<file path="config.mk">
export PLATFORM = sky130hd
export DESIGN_NAME = regfile_param_flat
export DESIGN_NICKNAME = d
export VERILOG_FILES = /design/src/rtl/regfile_param_if.sv /design/src/rtl/regfile_param.sv /design/src/flat_wrapper.sv
export SDC_FILE = /design/constraint.sdc
export NUM_CORES = 1
export LEC_CHECK = 0
export CORE_MARGIN = 1
export CORE_UTILIZATION = 52
export DETAILED_ROUTE_END_ITERATION = 6
export GPL_ROUTABILITY_DRIVEN = 0
export GPL_TIMING_DRIVEN = 0
export PLACE_DENSITY = 0.78
export SKIP_CTS_REPAIR_TIMING = 1
export SLEW_MARGIN = 5
export SYNTH_ARGS = -nofsm -noshare
export SYNTH_HDL_FRONTEND = slang
export SYNTH_SLANG_ARGS = --single-unit
</file>
<file path="constraint.sdc">
create_clock -name clk -period 2.15 [get_ports clk]
set_input_delay 0.43 -clock clk [delete_from_list [all_inputs] [get_ports clk]]
set_output_delay 0.43 -clock clk [all_outputs]
set_load 0.1 [all_outputs]
</file>
<file path="src/rtl/regfile_param_if.sv">
// Register-file port bundle: write port, flag/lock controls, two read ports and their status.
// master drives writes and read addresses; slave is the register file.
interface regfile_param_if #(
   parameter int DATA_W = 8,
   parameter int ADDR_W = 2
);
   logic              wr_en;
   logic [ADDR_W-1:0] wr_addr;
   logic [DATA_W-1:0] wr_data;
   logic              flag_en;
   logic              lock_en;
   logic [ADDR_W-1:0] lock_addr;
   logic [ADDR_W-1:0] rd_addr_d;
   logic [ADDR_W-1:0] rd_addr_s;
   logic [DATA_W-1:0] dbus;
   logic [DATA_W-1:0] sbus;
   logic              d_pend;
   logic              s_pend;
   logic              zero;
   logic              negative;

   modport master (
      output wr_en, wr_addr, wr_data, flag_en, lock_en, lock_addr, rd_addr_d, rd_addr_s,
      input  dbus, sbus, d_pend, s_pend, zero, negative
   );

   modport slave (
      input  wr_en, wr_addr, wr_data, flag_en, lock_en, lock_addr, rd_addr_d, rd_addr_s,
      output dbus, sbus, d_pend, s_pend, zero, negative
   );
endinterface

</file>
<file path="src/rtl/regfile_param.sv">
// Parametrised register file: one write port, two combinational read ports with optional
// same-cycle forwarding, registered zero/negative flags and a per-register pending scoreboard.
module regfile_param #(
   parameter int DATA_W  = 8,
   parameter int NREGS   = 4,
   parameter int ADDR_W  = $clog2(NREGS),
   parameter int BYPASS  = 1,
   parameter int ZERO_R0 = 0
) (
   input  logic              clk,
   input  logic              rst_n,
   regfile_param_if.slave    bus
);

   logic [DATA_W-1:0] regs_q [NREGS];
   logic [DATA_W-1:0] regs_d [NREGS];
   logic [NREGS-1:0]  pend_q;
   logic [NREGS-1:0]  pend_d;
   logic              zero_q;
   logic              zero_d;
   logic              neg_q;
   logic              neg_d;

   logic              wr_r0_s;
   logic              d_r0_s;
   logic              s_r0_s;
   logic              d_fwd_s;
   logic              s_fwd_s;

   function automatic logic is_zero(input logic [DATA_W-1:0] v);
      return ~|v;
   endfunction

   // Decode hard-wired R0 and forwarding hits for the write port and both read ports.
   always_comb begin
      wr_r0_s = (ZERO_R0 != 0) && (bus.wr_addr   == {ADDR_W{1'b0}});
      d_r0_s  = (ZERO_R0 != 0) && (bus.rd_addr_d == {ADDR_W{1'b0}});
      s_r0_s  = (ZERO_R0 != 0) && (bus.rd_addr_s == {ADDR_W{1'b0}});
      d_fwd_s = (BYPASS != 0) && bus.wr_en && (bus.wr_addr == bus.rd_addr_d);
      s_fwd_s = (BYPASS != 0) && bus.wr_en && (bus.wr_addr == bus.rd_addr_s);
   end

   // Next-state for storage, scoreboard and flags; a lock overrides a same-address write-back.
   always_comb begin
      regs_d = regs_q;
      pend_d = pend_q;
      zero_d = zero_q;
      neg_d  = neg_q;
      if (bus.wr_en && !wr_r0_s) begin
         regs_d[bus.wr_addr] = bus.wr_data;
      end else begin
         regs_d = regs_q;
      end
      if (bus.wr_en) begin
         pend_d[bus.wr_addr] = 1'b0;
      end else begin
         pend_d = pend_q;
      end
      if (bus.lock_en) begin
         pend_d[bus.lock_addr] = 1'b1;
      end else begin
         pend_d = pend_d;
      end
      if (ZERO_R0 != 0) begin
         pend_d[0] = 1'b0;
         regs_d[0] = {DATA_W{1'b0}};
      end else begin
         pend_d = pend_d;
      end
      // Flags follow wr_data even when an R0 write is discarded.
      if (bus.wr_en && bus.flag_en) begin
         zero_d = is_zero(bus.wr_data);
         neg_d  = bus.wr_data[DATA_W-1];
      end else begin
         zero_d = zero_q;
         neg_d  = neg_q;
      end
   end

   // State registers with asynchronous reset.
   always_ff @(posedge clk or negedge rst_n) begin
      if (!rst_n) begin
         for (int i = 0; i < NREGS; i++) begin
            regs_q[i] <= {DATA_W{1'b0}};
         end
         pend_q <= {NREGS{1'b0}};
         zero_q <= 1'b1;
         neg_q  <= 1'b0;
      end else begin
         regs_q <= regs_d;
         pend_q <= pend_d;
         zero_q <= zero_d;
         neg_q  <= neg_d;
      end
   end

   // Destination-bus read port.
   always_comb begin
      if (d_r0_s) begin
         bus.dbus   = {DATA_W{1'b0}};
         bus.d_pend = 1'b0;
      end else if (d_fwd_s) begin
         bus.dbus   = bus.wr_data;
         bus.d_pend = 1'b0;
      end else begin
         bus.dbus   = regs_q[bus.rd_addr_d];
         bus.d_pend = pend_q[bus.rd_addr_d];
      end
   end

   // Source-bus read port.
   always_comb begin
      if (s_r0_s) begin
         bus.sbus   = {DATA_W{1'b0}};
         bus.s_pend = 1'b0;
      end else if (s_fwd_s) begin
         bus.sbus   = bus.wr_data;
         bus.s_pend = 1'b0;
      end else begin
         bus.sbus   = regs_q[bus.rd_addr_s];
         bus.s_pend = pend_q[bus.rd_addr_s];
      end
   end

   assign bus.zero     = zero_q;
   assign bus.negative = neg_q;

endmodule

</file>
<file path="src/flat_wrapper.sv">
// flat-port wrapper written by rule: the top's interface ports become plain ports
module regfile_param_flat 
#(
   parameter int DATA_W  = 8,
   parameter int NREGS   = 4,
   parameter int ADDR_W  = $clog2(NREGS),
   parameter int BYPASS  = 1,
   parameter int ZERO_R0 = 0
)
  (clk, rst_n, bus_wr_en, bus_wr_addr, bus_wr_data, bus_flag_en, bus_lock_en, bus_lock_addr, bus_rd_addr_d, bus_rd_addr_s, bus_dbus, bus_sbus, bus_d_pend, bus_s_pend, bus_zero, bus_negative);
  regfile_param_if #(.DATA_W(DATA_W), .ADDR_W(ADDR_W)) bus_i ();
  input  logic clk;
  input  logic rst_n;
  input wire logic [$bits(bus_i.wr_en)-1:0] bus_wr_en;
  input wire logic [$bits(bus_i.wr_addr)-1:0] bus_wr_addr;
  input wire logic [$bits(bus_i.wr_data)-1:0] bus_wr_data;
  input wire logic [$bits(bus_i.flag_en)-1:0] bus_flag_en;
  input wire logic [$bits(bus_i.lock_en)-1:0] bus_lock_en;
  input wire logic [$bits(bus_i.lock_addr)-1:0] bus_lock_addr;
  input wire logic [$bits(bus_i.rd_addr_d)-1:0] bus_rd_addr_d;
  input wire logic [$bits(bus_i.rd_addr_s)-1:0] bus_rd_addr_s;
  output wire logic [$bits(bus_i.dbus)-1:0] bus_dbus;
  output wire logic [$bits(bus_i.sbus)-1:0] bus_sbus;
  output wire logic [$bits(bus_i.d_pend)-1:0] bus_d_pend;
  output wire logic [$bits(bus_i.s_pend)-1:0] bus_s_pend;
  output wire logic [$bits(bus_i.zero)-1:0] bus_zero;
  output wire logic [$bits(bus_i.negative)-1:0] bus_negative;
  assign bus_i.wr_en = bus_wr_en;
  assign bus_i.wr_addr = bus_wr_addr;
  assign bus_i.wr_data = bus_wr_data;
  assign bus_i.flag_en = bus_flag_en;
  assign bus_i.lock_en = bus_lock_en;
  assign bus_i.lock_addr = bus_lock_addr;
  assign bus_i.rd_addr_d = bus_rd_addr_d;
  assign bus_i.rd_addr_s = bus_rd_addr_s;
  assign bus_dbus = bus_i.dbus;
  assign bus_sbus = bus_i.sbus;
  assign bus_d_pend = bus_i.d_pend;
  assign bus_s_pend = bus_i.s_pend;
  assign bus_zero = bus_i.zero;
  assign bus_negative = bus_i.negative;
  regfile_param #(.DATA_W(DATA_W), .NREGS(NREGS), .ADDR_W(ADDR_W), .BYPASS(BYPASS), .ZERO_R0(ZERO_R0)) u_core (.clk(clk), .rst_n(rst_n), .bus(bus_i));
endmodule
</file>
==> metrics.txt, run 1 <==
# TYPE chip_impl_metric gauge
chip_impl_info{name="status",value="finished, final reports clean"} 1
chip_impl_info{name="layout_commonest_cell",value="sky130_fd_sc_hd__dfrtp_1"} 1
chip_impl_info{name="cts_tree",value="yes"} 1
chip_impl_metric{name="drt_iter0_markers",unit=""} 77
chip_impl_metric{name="design.core.area",unit="µm²"} 4120
chip_impl_metric{name="floorplan.die_area",unit="µm²"} 4650
chip_impl_metric{name="antenna_found_initial",unit=""} 0
chip_impl_info{name="timing.critical_path.cells",value="clkbuf_4 > xnor2_4 > nand3_4 > mux2_4 > buf_4"} 1
chip_impl_metric{name="grt_start_max_net_pins",unit=""} 39
chip_impl_metric{name="clk_pin_slew_worst_paths",unit="ns"} 0.07
chip_impl_metric{name="number_of_buffers_added_by_the_clock_tree_synthesis_step",unit=""} 5
chip_impl_metric{name="timing.reg2reg.setup_slack",unit="ns"} 1.36
chip_impl_metric{name="numClockSinks",unit=""} 38
chip_impl_metric{name="tightest_slew",unit="ns"} 0.968
chip_impl_info{name="crit_family",value="buffers and inverters"} 1
chip_impl_info{name="cp-end-kind",value="primary output"} 1
chip_impl_metric{name="finalCriticalPeriod",unit="ns"} 2.14
chip_impl_metric{name="grt_util_all_layers",unit="%"} 25.5
chip_impl_metric{name="max_cap_violations",unit=""} 0
chip_impl_metric{name="yosysWarningCount",unit=""} 0
chip_impl_metric{name="num_rows",unit=""} 23
chip_impl_metric{name="cp_num_buf_inv",unit=""} 2
chip_impl_metric{name="syn2layout_area_growth",unit="%"} 24.9
chip_impl_metric{name="timing.final.max_slew_violations",unit=""} 0
chip_impl_metric{name="vias_in_the_first_global_route",unit=""} 1541
chip_impl_metric{name="grt_pass1_wl",unit="mm"} 7.97
chip_impl_metric{name="post_route_cells_drive_above_1_share",unit="%"} 62.7
chip_impl_metric{name="leakage",unit="nW"} 1.25
chip_impl_metric{name="number_of_nets_produced_by_synthesis",unit=""} 159
chip_impl_info{name="critPathKind",value="input pin to primary output"} 1
chip_impl_metric{name="drt-pass1-iter-count",unit=""} 4
chip_impl_metric{name="design_power_total",unit="W"} 0.00292
chip_impl_metric{name="cts.htree.levels",unit=""} 2
chip_impl_info{name="crit_path_start_kind",value="input pin"} 1
chip_impl_info{name="timing.rr.start",value="u_core.regs_q[11]"} 1
chip_impl_metric{name="i_o_buffers",unit=""} 33
chip_impl_metric{name="slew-limit-headroom",unit="%"} 35.4
chip_impl_metric{name="nNetsFinal",unit=""} 205
chip_impl_metric{name="fillers",unit=""} 291
chip_impl_metric{name="synthesis.instances",unit=""} 138
chip_impl_metric{name="cp.arrival",unit="ns"} 1.71
chip_impl_metric{name="postRouteAntennaNets",unit=""} 0
chip_impl_metric{name="worstSetupPathDepth",unit=""} 5
chip_impl_metric{name="grt_overflow",unit=""} 0
chip_impl_info{name="hold_path_class",value="input pin to async pin"} 1
chip_impl_metric{name="wl_per_cell",unit="µm"} 22.4
chip_impl_metric{name="max-vdd-ir-drop",unit="mV"} 0.628
chip_impl_metric{name="drc",unit=""} 0
chip_impl_metric{name="viasPerCell",unit=""} 6.27
chip_impl_metric{name="critical-path-max-stage-delay",unit="ns"} 0.34
chip_impl_metric{name="synth_seq_cells",unit=""} 38
chip_impl_metric{name="die-width",unit="µm"} 68.2
chip_impl_metric{name="antenna-diode-count",unit=""} 0
chip_impl_info{name="regToRegEndpoint",value="u_core.regs_q[11]"} 1
chip_impl_metric{name="netlist_area_pre_place",unit="µm²"} 2280
chip_impl_info{name="mostFrequentLayoutCells",value="37 x sky130_fd_sc_hd__dfrtp_1, 33 x sky130_fd_sc_hd__mux2_2, 17 x sky130_fd_sc_hd__buf_4"} 1
chip_impl_metric{name="placed_cells",unit=""} 221
chip_impl_metric{name="final_util",unit="%"} 69.2
chip_impl_metric{name="worst_skew_pair.late_latency",unit="ns"} 0.30
chip_impl_metric{name="worstRegToRegCells",unit=""} 1
chip_impl_metric{name="synthesis.area_per_instance",unit="µm²"} 16.5
chip_impl_metric{name="worst-path-max-fanout",unit=""} 10
chip_impl_metric{name="num_io_pins",unit=""} 41
chip_impl_metric{name="achievable-frequency",unit="MHz"} 468
chip_impl_metric{name="die-height",unit="µm"} 68.2
chip_impl_metric{name="layout_worst_path_cycle_share",unit="%"} 99.4
chip_impl_metric{name="synth.yosys.seq_area_share",unit="%"} 41.8
chip_impl_metric{name="dr_total_vias",unit=""} 1474
chip_impl_metric{name="worst-endpoint-required",unit="ns"} 1.72
chip_impl_metric{name="synth_cell_types",unit=""} 22
chip_impl_metric{name="finalHoldViolations",unit=""} 0
chip_impl_metric{name="detailed_placement_wirelength_estimate",unit="mm"} 3.46
chip_impl_metric{name="setup_viol",unit=""} 0
chip_impl_metric{name="clock_skew",unit="ns"} 0
chip_impl_metric{name="power.density_cell_area",unit="nW/µm²"} 1030
chip_impl_metric{name="initial_standard_cell_utilization_of_the_core",unit="%"} 55.4
chip_impl_info{name="buffer_cell_driving_the_clock_tree_root",value="sky130_fd_sc_hd__clkbuf_8"} 1
chip_impl_metric{name="route.final.wire_length",unit="mm"} 5.27
chip_impl_metric{name="finish.cell_count_without_fillers",unit=""} 235
chip_impl_metric{name="clk_path_buf_depth",unit=""} 2
chip_impl_info{name="critPathSlowestCell",value="sky130_fd_sc_hd__mux2_4"} 1
-- cell usage after synthesis (all sizes together) --
cell type / number / area share, %
and2: 2 / 0.55
dfrtp: 37 / 41
inv: 3 / 0.49
nand3: 3 / 2.0
mux4: 18 / 18
a32o: 2 / 0.88
nand2: 4 / 0.66
buf: 7 / 2.6
nand3b: 2 / 0.99
o31ai: 1 / 0.33
nor4: 2 / 0.55
mux2: 49 / 27
o21ai: 1 / 0.22
nor3b: 1 / 0.82
dfstp: 1 / 1.2
o32ai: 1 / 0.38
xnor2: 4 / 2.9
-- routing by layer --
layer	routed length [µm]	track usage [%]	share of wire [%]
met5	0	0	0
met4	65	9.11	1.2
met3	287	4.83	5.4
met2	2790	44.5	53
met1	2120	31.3	40
-- report_power, final --
part	switching, W	internal, W	leakage (nW)
clock	0.000260	0.000341	0.0579
combinational	0.000877	0.000503	0.749
sequential	0.0000944	0.000844	0.447
-- worst max-delay path by stage --
stage,start,slack (ns),endpoint
after CTS,bus_rd_addr_d[1],-0.82,bus_dbus[6]
after detailed placement,bus_rd_addr_d[1],-0.82,bus_dbus[6]
after global placement,bus_rd_addr_d[1],-0.80,bus_dbus[2]
after global routing,bus_rd_addr_d[1],-0.01,bus_dbus[2]
final,bus_rd_addr_d[1],0.01,bus_dbus[2]
after floorplan,bus_rd_addr_d[1],0.006,bus_d_pend
-- logic make-up after synthesis --
family	Yosys count	synth area share, %
AND/OR/NAND/NOR	14	5.54
flip-flops	38	41.8
XOR/XNOR	4	2.85
buffers and inverters	10	3.07
AO/OA/AOI/OAI	5	1.81
multiplexers	67	45.0
-- state kept, by name, summed over array words and instances, names as in the netlist --
name and flops:
u_core.bus.zero 1, u_core.bus.negative 1, u_core.pend_q 4, u_core.regs_q 32
-- cell type report --
type	count	area, µm²	area share (%)
tap	50	62.6	2.20
timing repair buffer	38	340	12.0
clock inverter	3	40.0	1.41
buffer	7	63.8	2.24
inverter	3	11.3	0.395
clock buffer	5	68.8	2.42
sequential	38	952	33.4
multi-input combinational	91	1310	46.0
-- metrics by stage --
stage               setup slack [ns]  instance area, µm²  hold slack [ns]  setup TNS (ns)
finish                        0.0124                2850            0.243               0
global route                 -0.0103                2850            0.312         -0.0628
CTS                           -0.817                2780            0.266          -14.52
detailed placement            -0.815                2670            0.469          -14.17
global placement              -0.803                2670            0.471          -21.30
floorplan                    0.00624                2280            0.134               0
Power figures use the tool's default switching activity.
==> inputs of run 2 (changes only) <==
==> constraint.sdc (replaced) <==
create_clock -name clk -period 2.35 [get_ports clk]
set_input_delay 0.47 -clock clk [delete_from_list [all_inputs] [get_ports clk]]
set_output_delay 0.47 -clock clk [all_outputs]
set_load 0.1 [all_outputs]
==> metrics.txt, run 2 (synthesized netlist as in run 1, its figures left out) <==
# TYPE chip_impl_metric gauge
chip_impl_info{name="status",value="finished, final reports clean"} 1
chip_impl_metric{name="multi_input_area",unit="µm²"} 1260
chip_impl_metric{name="clk_pin_slew_worst_paths",unit="ns"} 0.07
chip_impl_metric{name="placed_cells",unit=""} 221
chip_impl_metric{name="grt_overflow",unit=""} 0
chip_impl_metric{name="postRouteAntennaNets",unit=""} 0
chip_impl_metric{name="finalCriticalPeriod",unit="ns"} 2.33
chip_impl_info{name="crit_path_frequent_cell",value="sky130_fd_sc_hd__buf_2"} 1
chip_impl_metric{name="largest_register_ffs",unit=""} 32
chip_impl_metric{name="drc",unit=""} 0
chip_impl_info{name="cp-end-kind",value="primary output"} 1
chip_impl_metric{name="cts.htree.levels",unit=""} 2
chip_impl_metric{name="slew-limit-headroom",unit="%"} 35.3
chip_impl_metric{name="hold_ws",unit="ns"} 0.279
chip_impl_metric{name="clock_skew",unit="ns"} 0
chip_impl_info{name="critPathSlowestCell",value="sky130_fd_sc_hd__buf_2"} 1
chip_impl_metric{name="worst_skew_pair.late_latency",unit="ns"} 0.30
chip_impl_info{name="cts_tree",value="yes"} 1
chip_impl_metric{name="grt_util_all_layers",unit="%"} 25.5
chip_impl_metric{name="grt_pass1_wl",unit="mm"} 7.97
chip_impl_metric{name="grt_start_max_net_pins",unit=""} 39
chip_impl_metric{name="wl_per_cell",unit="µm"} 22.2
chip_impl_metric{name="drt-pass1-iter-count",unit=""} 4
chip_impl_metric{name="tightest_slew",unit="ns"} 0.968
chip_impl_info{name="timing.critical_path.cells",value="buf_2 > xnor2_2 > nand3_4 > mux2_4 > buf_2"} 1
chip_impl_metric{name="vias_in_the_first_global_route",unit=""} 1541
chip_impl_info{name="grt_setup_unrepaired",value="false"} 1
chip_impl_metric{name="dr_total_vias",unit=""} 1446
chip_impl_metric{name="cp.arrival",unit="ns"} 1.86
chip_impl_info{name="crit_path_start_kind",value="input pin"} 1
chip_impl_metric{name="detailed_placement_wirelength_estimate",unit="mm"} 3.46
chip_impl_metric{name="i_o_buffers",unit=""} 33
chip_impl_info{name="buffer_cell_driving_the_clock_tree_root",value="sky130_fd_sc_hd__clkbuf_8"} 1
chip_impl_metric{name="clk_path_buf_depth",unit=""} 2
chip_impl_metric{name="fillers",unit=""} 310
chip_impl_metric{name="number_of_buffers_added_by_the_clock_tree_synthesis_step",unit=""} 5
chip_impl_metric{name="syn2layout_area_growth",unit="%"} 19.2
chip_impl_metric{name="setup_viol",unit=""} 0
chip_impl_metric{name="antenna-diode-count",unit=""} 0
chip_impl_metric{name="achievable-frequency",unit="MHz"} 430
chip_impl_metric{name="numClockSinks",unit=""} 38
chip_impl_info{name="layout_commonest_cell",value="sky130_fd_sc_hd__dfrtp_1"} 1
chip_impl_metric{name="worst-path-max-fanout",unit=""} 10
chip_impl_metric{name="max-vdd-ir-drop",unit="mV"} 0.570
chip_impl_metric{name="worst-endpoint-required",unit="ns"} 1.88
chip_impl_metric{name="antenna_found_initial",unit=""} 0
chip_impl_metric{name="floorplan.die_area",unit="µm²"} 4650
chip_impl_info{name="reg.largest.list",value="u_core.regs_q (32), u_core.pend_q (4)"} 1
chip_impl_metric{name="post_route_cells_drive_above_1_share",unit="%"} 61.5
chip_impl_metric{name="num_io_pins",unit=""} 41
chip_impl_metric{name="timing.final.max_slew_violations",unit=""} 0
chip_impl_metric{name="die-width",unit="µm"} 68.2
chip_impl_metric{name="design.core.area",unit="µm²"} 4120
chip_impl_metric{name="final_util",unit="%"} 66.0
chip_impl_metric{name="viasPerCell",unit=""} 6.31
chip_impl_metric{name="drt_iter0_markers",unit=""} 73
chip_impl_metric{name="finish.cell_count_without_fillers",unit=""} 229
chip_impl_metric{name="num_rows",unit=""} 23
chip_impl_metric{name="area_used_by_sequential_logic_in_the_layout",unit="µm²"} 952
chip_impl_metric{name="initial_standard_cell_utilization_of_the_core",unit="%"} 55.4
chip_impl_metric{name="route.final.wire_length",unit="mm"} 5.08
chip_impl_metric{name="power.density_cell_area",unit="nW/µm²"} 958
chip_impl_metric{name="finalHoldViolations",unit=""} 0
chip_impl_metric{name="max_cap_violations",unit=""} 0
chip_impl_info{name="mostFrequentLayoutCells",value="37 x sky130_fd_sc_hd__dfrtp_1, 33 x sky130_fd_sc_hd__mux2_2, 16 x sky130_fd_sc_hd__mux4_2, 16 x sky130_fd_sc_hd__mux2_4, 13 x sky130_fd_sc_hd__clkdlybuf4s50_1"} 1
chip_impl_metric{name="critical-path-max-stage-delay",unit="ns"} 0.41
chip_impl_metric{name="leakage",unit="nW"} 1.20
chip_impl_metric{name="nNetsFinal",unit=""} 199
chip_impl_info{name="top_register",value="u_core.regs_q"} 1
chip_impl_info{name="hold_path_class",value="input pin to async pin"} 1
chip_impl_info{name="critPathKind",value="input pin to primary output"} 1
chip_impl_metric{name="die-height",unit="µm"} 68.2
chip_impl_metric{name="layout_worst_path_cycle_share",unit="%"} 99.0
-- run 2: power by group --
| group | leakage [nW] | total, W | internal (W) | switching [W] |
|---|---|---|---|---|
| Sequential | 0.447 | 0.000860 | 0.000773 | 0.0000876 |
| Combinational | 0.697 | 0.00120 | 0.000410 | 0.000785 |
| Clock | 0.0579 | 0.000548 | 0.000312 | 0.000236 |
| Total | 1.20 | 0.00260 | 0.00149 | 0.00111 |
-- run 2: critical path, delay by kind of cell --
family	cells	cell delay, ns
muxes	1	0.26
xor gates and xnor gates	1	0.18
buffers and inverters	2	0.69
and+or+nand+nor	1	0.23
-- run 2: layer usage --
layer	part of all wire [%]	global-route usage (%)
met1	41	31.3
met4	1.3	9.11
met2	53	44.5
met5	0	0
met3	4.2	4.83
-- run 2: stage by stage --
| step | power (W) | TNS, ns | instance area [µm²] | setup WS, ns |
|---|---|---|---|---|
| 6_report | 0.00260 | 0 | 2720 | 0.0230 |
| 5_1_grt | 0.00270 | 0 | 2720 | 0.000646 |
| 4_1_cts | 0.00266 | -12.15 | 2780 | -0.697 |
| 3_5_place_dp | 0.00212 | -12.01 | 2670 | -0.695 |
| 3_3_place_gp | 0.00208 | -13.22 | 2670 | -0.683 |
| 2_1_floorplan | 0.00185 | 0 | 2280 | 0.126 |
-- run 2: path summary, 6_finish.rpt --
| check | start | endpoint | slack, ns | depth (start not counted) |
|---|---|---|---|---|
| min in group clk | u_core.bus.zero | u_core.bus.zero | 0.48 | 2 |
| max | bus_rd_addr_d[1] | bus_dbus[7] | 0.02 | 5 |
| min reg2reg | u_core.bus.zero | u_core.bus.zero | 0.48 | 2 |
| min | rst_n | u_core.regs_q[24] | 0.28 | 1 |
| max in group asynchronous | rst_n | u_core.regs_q[26] | 1.54 | 1 |
| max reg2reg | u_core.regs_q[6] | u_core.regs_q[6] | 1.55 | 1 |
-- run 2: cell type report --
cell class	instances	share of cell area (%)
multi-input cells	90	46.3
inverters	3	0.415
well taps	50	2.30
clock inverters	3	1.47
flip-flops and latches	38	35.1
repair buffers	33	9.77
plain buffers	7	2.16
clock buffers	5	2.53
==> inputs of run 3 (changes only) <==
--- a/config.mk
+++ b/config.mk
@@ -6,11 +6,11 @@
 export NUM_CORES = 1
 export LEC_CHECK = 0
 export CORE_MARGIN = 1
-export CORE_UTILIZATION = 52
+export CORE_UTILIZATION = 35
 export DETAILED_ROUTE_END_ITERATION = 6
 export GPL_ROUTABILITY_DRIVEN = 0
 export GPL_TIMING_DRIVEN = 0
-export PLACE_DENSITY = 0.78
+export PLACE_DENSITY = 0.56
 export SKIP_CTS_REPAIR_TIMING = 1
 export SLEW_MARGIN = 5
 export SYNTH_ARGS = -nofsm -noshare
==> metrics.txt, run 3 (synthesized netlist as in run 1, its figures left out) <==
# TYPE chip_impl_metric gauge
chip_impl_info{name="mostFrequentLayoutCells",value="37 x sky130_fd_sc_hd__dfrtp_1, 33 x sky130_fd_sc_hd__mux2_2, 16 x sky130_fd_sc_hd__mux4_2, 16 x sky130_fd_sc_hd__mux2_4, 13 x sky130_fd_sc_hd__clkdlybuf4s50_1"} 1
chip_impl_info{name="crit_path_start_kind",value="input pin"} 1
chip_impl_metric{name="number_of_buffers_added_by_the_clock_tree_synthesis_step",unit=""} 5
chip_impl_metric{name="viasPerCell",unit=""} 5.52
chip_impl_metric{name="clk_pin_slew_worst_paths",unit="ns"} 0.07
chip_impl_metric{name="drt-pass1-iter-count",unit=""} 4
chip_impl_metric{name="post_route_cells_drive_above_1_share",unit="%"} 61.1
chip_impl_metric{name="timing.reg2reg.setup_slack",unit="ns"} 1.56
chip_impl_metric{name="multi_input_area",unit="µm²"} 1280
chip_impl_metric{name="worst-path-max-fanout",unit=""} 10
chip_impl_metric{name="clock_skew",unit="ns"} 0
chip_impl_metric{name="finalCriticalPeriod",unit="ns"} 2.31
chip_impl_metric{name="die-height",unit="µm"} 82.7
chip_impl_metric{name="critical-path-max-stage-delay",unit="ns"} 0.42
chip_impl_metric{name="layout_worst_path_cycle_share",unit="%"} 98.2
chip_impl_metric{name="route.final.wire_length",unit="mm"} 5.35
chip_impl_metric{name="grt_start_max_net_pins",unit=""} 39
chip_impl_metric{name="num_io_pins",unit=""} 41
chip_impl_metric{name="drc",unit=""} 0
chip_impl_info{name="crit_family",value="buffers and inverters"} 1
chip_impl_metric{name="worst-endpoint-required",unit="ns"} 1.88
chip_impl_metric{name="worst_skew_pair.late_latency",unit="ns"} 0.29
chip_impl_metric{name="cts.htree.levels",unit=""} 2
chip_impl_metric{name="power.density_cell_area",unit="nW/µm²"} 914
chip_impl_metric{name="clk_path_buf_depth",unit=""} 2
chip_impl_metric{name="slew-limit-headroom",unit="%"} 35.3
chip_impl_info{name="cp-end-kind",value="primary output"} 1
chip_impl_info{name="reg.largest.list",value="u_core.regs_q (32), u_core.pend_q (4)"} 1
chip_impl_metric{name="max_cap_violations",unit=""} 0
chip_impl_info{name="critPathKind",value="input pin to primary output"} 1
chip_impl_metric{name="grt_pass1_wl",unit="mm"} 8.21
chip_impl_metric{name="design.core.area",unit="µm²"} 6310
chip_impl_info{name="top_register",value="u_core.regs_q"} 1
chip_impl_metric{name="max-vdd-ir-drop",unit="mV"} 0.666
chip_impl_info{name="buffer_cell_driving_the_clock_tree_root",value="sky130_fd_sc_hd__clkbuf_8"} 1
chip_impl_metric{name="num_rows",unit=""} 29
chip_impl_metric{name="tightest_slew",unit="ns"} 0.967
chip_impl_metric{name="worstRegToRegCells",unit=""} 1
chip_impl_metric{name="achievable-frequency",unit="MHz"} 433
chip_impl_metric{name="numClockSinks",unit=""} 38
chip_impl_metric{name="vias_in_the_first_global_route",unit=""} 1471
chip_impl_metric{name="largest_register_ffs",unit=""} 32
chip_impl_metric{name="finalHoldViolations",unit=""} 0
chip_impl_metric{name="i_o_buffers",unit=""} 33
chip_impl_metric{name="grt_util_all_layers",unit="%"} 17.2
chip_impl_metric{name="fin_tns_setup",unit="ns"} 0
chip_impl_metric{name="die-width",unit="µm"} 82.7
chip_impl_metric{name="grt_overflow",unit=""} 0
chip_impl_metric{name="placed_cells",unit=""} 248
chip_impl_info{name="timing.critical_path.cells",value="clkbuf_4 > xnor2_4 > nand3_4 > mux2_4 > buf_2"} 1
chip_impl_metric{name="nNetsFinal",unit=""} 200
chip_impl_metric{name="syn2layout_area_growth",unit="%"} 20.8
chip_impl_metric{name="timing.final.max_slew_violations",unit=""} 0
chip_impl_metric{name="cp.arrival",unit="ns"} 1.84
chip_impl_metric{name="design_power_total",unit="W"} 0.00252
chip_impl_metric{name="antenna_found_initial",unit=""} 0
chip_impl_metric{name="floorplan.die_area",unit="µm²"} 6840
chip_impl_metric{name="postRouteAntennaNets",unit=""} 0
chip_impl_info{name="layout_commonest_cell",value="sky130_fd_sc_hd__dfrtp_1"} 1
chip_impl_metric{name="area_used_by_sequential_logic_in_the_layout",unit="µm²"} 952
chip_impl_metric{name="setup_viol",unit=""} 0
chip_impl_metric{name="wl_per_cell",unit="µm"} 20.8
chip_impl_info{name="timing.rr.start",value="u_core.regs_q[4]"} 1
chip_impl_metric{name="cp_num_buf_inv",unit=""} 2
chip_impl_info{name="regToRegEndpoint",value="u_core.regs_q[4]"} 1
chip_impl_info{name="status",value="finished, final reports clean"} 1
chip_impl_metric{name="detailed_place.area",unit="µm²"} 2700
chip_impl_metric{name="drt_iter0_markers",unit=""} 67
chip_impl_metric{name="hold_ws",unit="ns"} 0.292
chip_impl_metric{name="detailed_placement_wirelength_estimate",unit="mm"} 3.46
chip_impl_info{name="grt_setup_unrepaired",value="false"} 1
chip_impl_metric{name="fillers",unit=""} 588
chip_impl_metric{name="layout.cell_area.non_filler",unit="µm²"} 2750
chip_impl_info{name="critPathSlowestCell",value="sky130_fd_sc_hd__buf_2"} 1
chip_impl_info{name="cts_tree",value="yes"} 1
chip_impl_metric{name="leakage",unit="nW"} 1.20
chip_impl_metric{name="dr_total_vias",unit=""} 1418
chip_impl_metric{name="finish.cell_count_without_fillers",unit=""} 257
chip_impl_metric{name="antenna-diode-count",unit=""} 0
chip_impl_info{name="hold_path_class",value="input pin to async pin"} 1
chip_impl_metric{name="initial_standard_cell_utilization_of_the_core",unit="%"} 36.1
==> run 3: cell types whose count changed in the layout (fill, tap and decap cells not counted) <==
| cell | change |
|---|---|
| sky130_fd_sc_hd__nand3_2 | +1 |
| sky130_fd_sc_hd__clkinv_2 | -1 |
| sky130_fd_sc_hd__clkbuf_8 | +1 |
| sky130_fd_sc_hd__bufinv_16 | -1 |
| sky130_fd_sc_hd__clkbuf_1 | +1 |
| sky130_fd_sc_hd__xnor2_2 | -1 |
| sky130_fd_sc_hd__xnor2_4 | +1 |
==> run 3: worst max path at each step <==
stage                     start          end  slack [ns]  cells after the start
2_1_floorplan  bus_rd_addr_d[1]   bus_d_pend        0.13                      4
3_3_place_gp   bus_rd_addr_d[1]  bus_dbus[6]       -0.73                      5
3_5_place_dp   bus_rd_addr_d[1]  bus_dbus[7]       -0.73                      5
4_1_cts        bus_rd_addr_d[1]  bus_dbus[6]       -0.74                      5
5_1_grt        bus_rd_addr_s[1]  bus_sbus[1]       0.005                      5
6_report       bus_rd_addr_d[1]  bus_dbus[6]        0.04                      5
==> run 3: area by class of cell <==
cell class,instances,share of cell area [%]
buffer,7,2.23
timing repair buffer,33,9.54
tap,77,3.50
multi-input combinational,91,46.4
clock buffer,7,3.13
sequential,38,34.6
clock inverter,1,0.182
inverter,3,0.409
==> run 3: per-layer routing <==
metal / up-vias / global-route usage, % / part of all wire, %
met5: - / 0 / 0
met1: 754 / 23.5 / 47
met2: 35 / 28.4 / 48
li1: 623 / - / -
met4: 0 / 3.62 / 0.90
met3: 6 / 3.41 / 4.2
==> run 3: through the flow <==
stage | setup WS, ns | util, %
after floorplan | 0.126 | -
after global placement | -0.729 | 42.9
after detailed placement | -0.735 | 42.8
after CTS | -0.736 | 44.2
after global routing | 0.00545 | 43.6
final | 0.0423 | 43.6
==> run 3: where the power goes <==
| part | total, W | switching [W] | internal [W] |
|---|---|---|---|
| Combinational | 0.00120 | 0.000791 | 0.000411 |
| Sequential | 0.000853 | 0.0000809 | 0.000772 |
| Clock | 0.000462 | 0.000226 | 0.000237 |
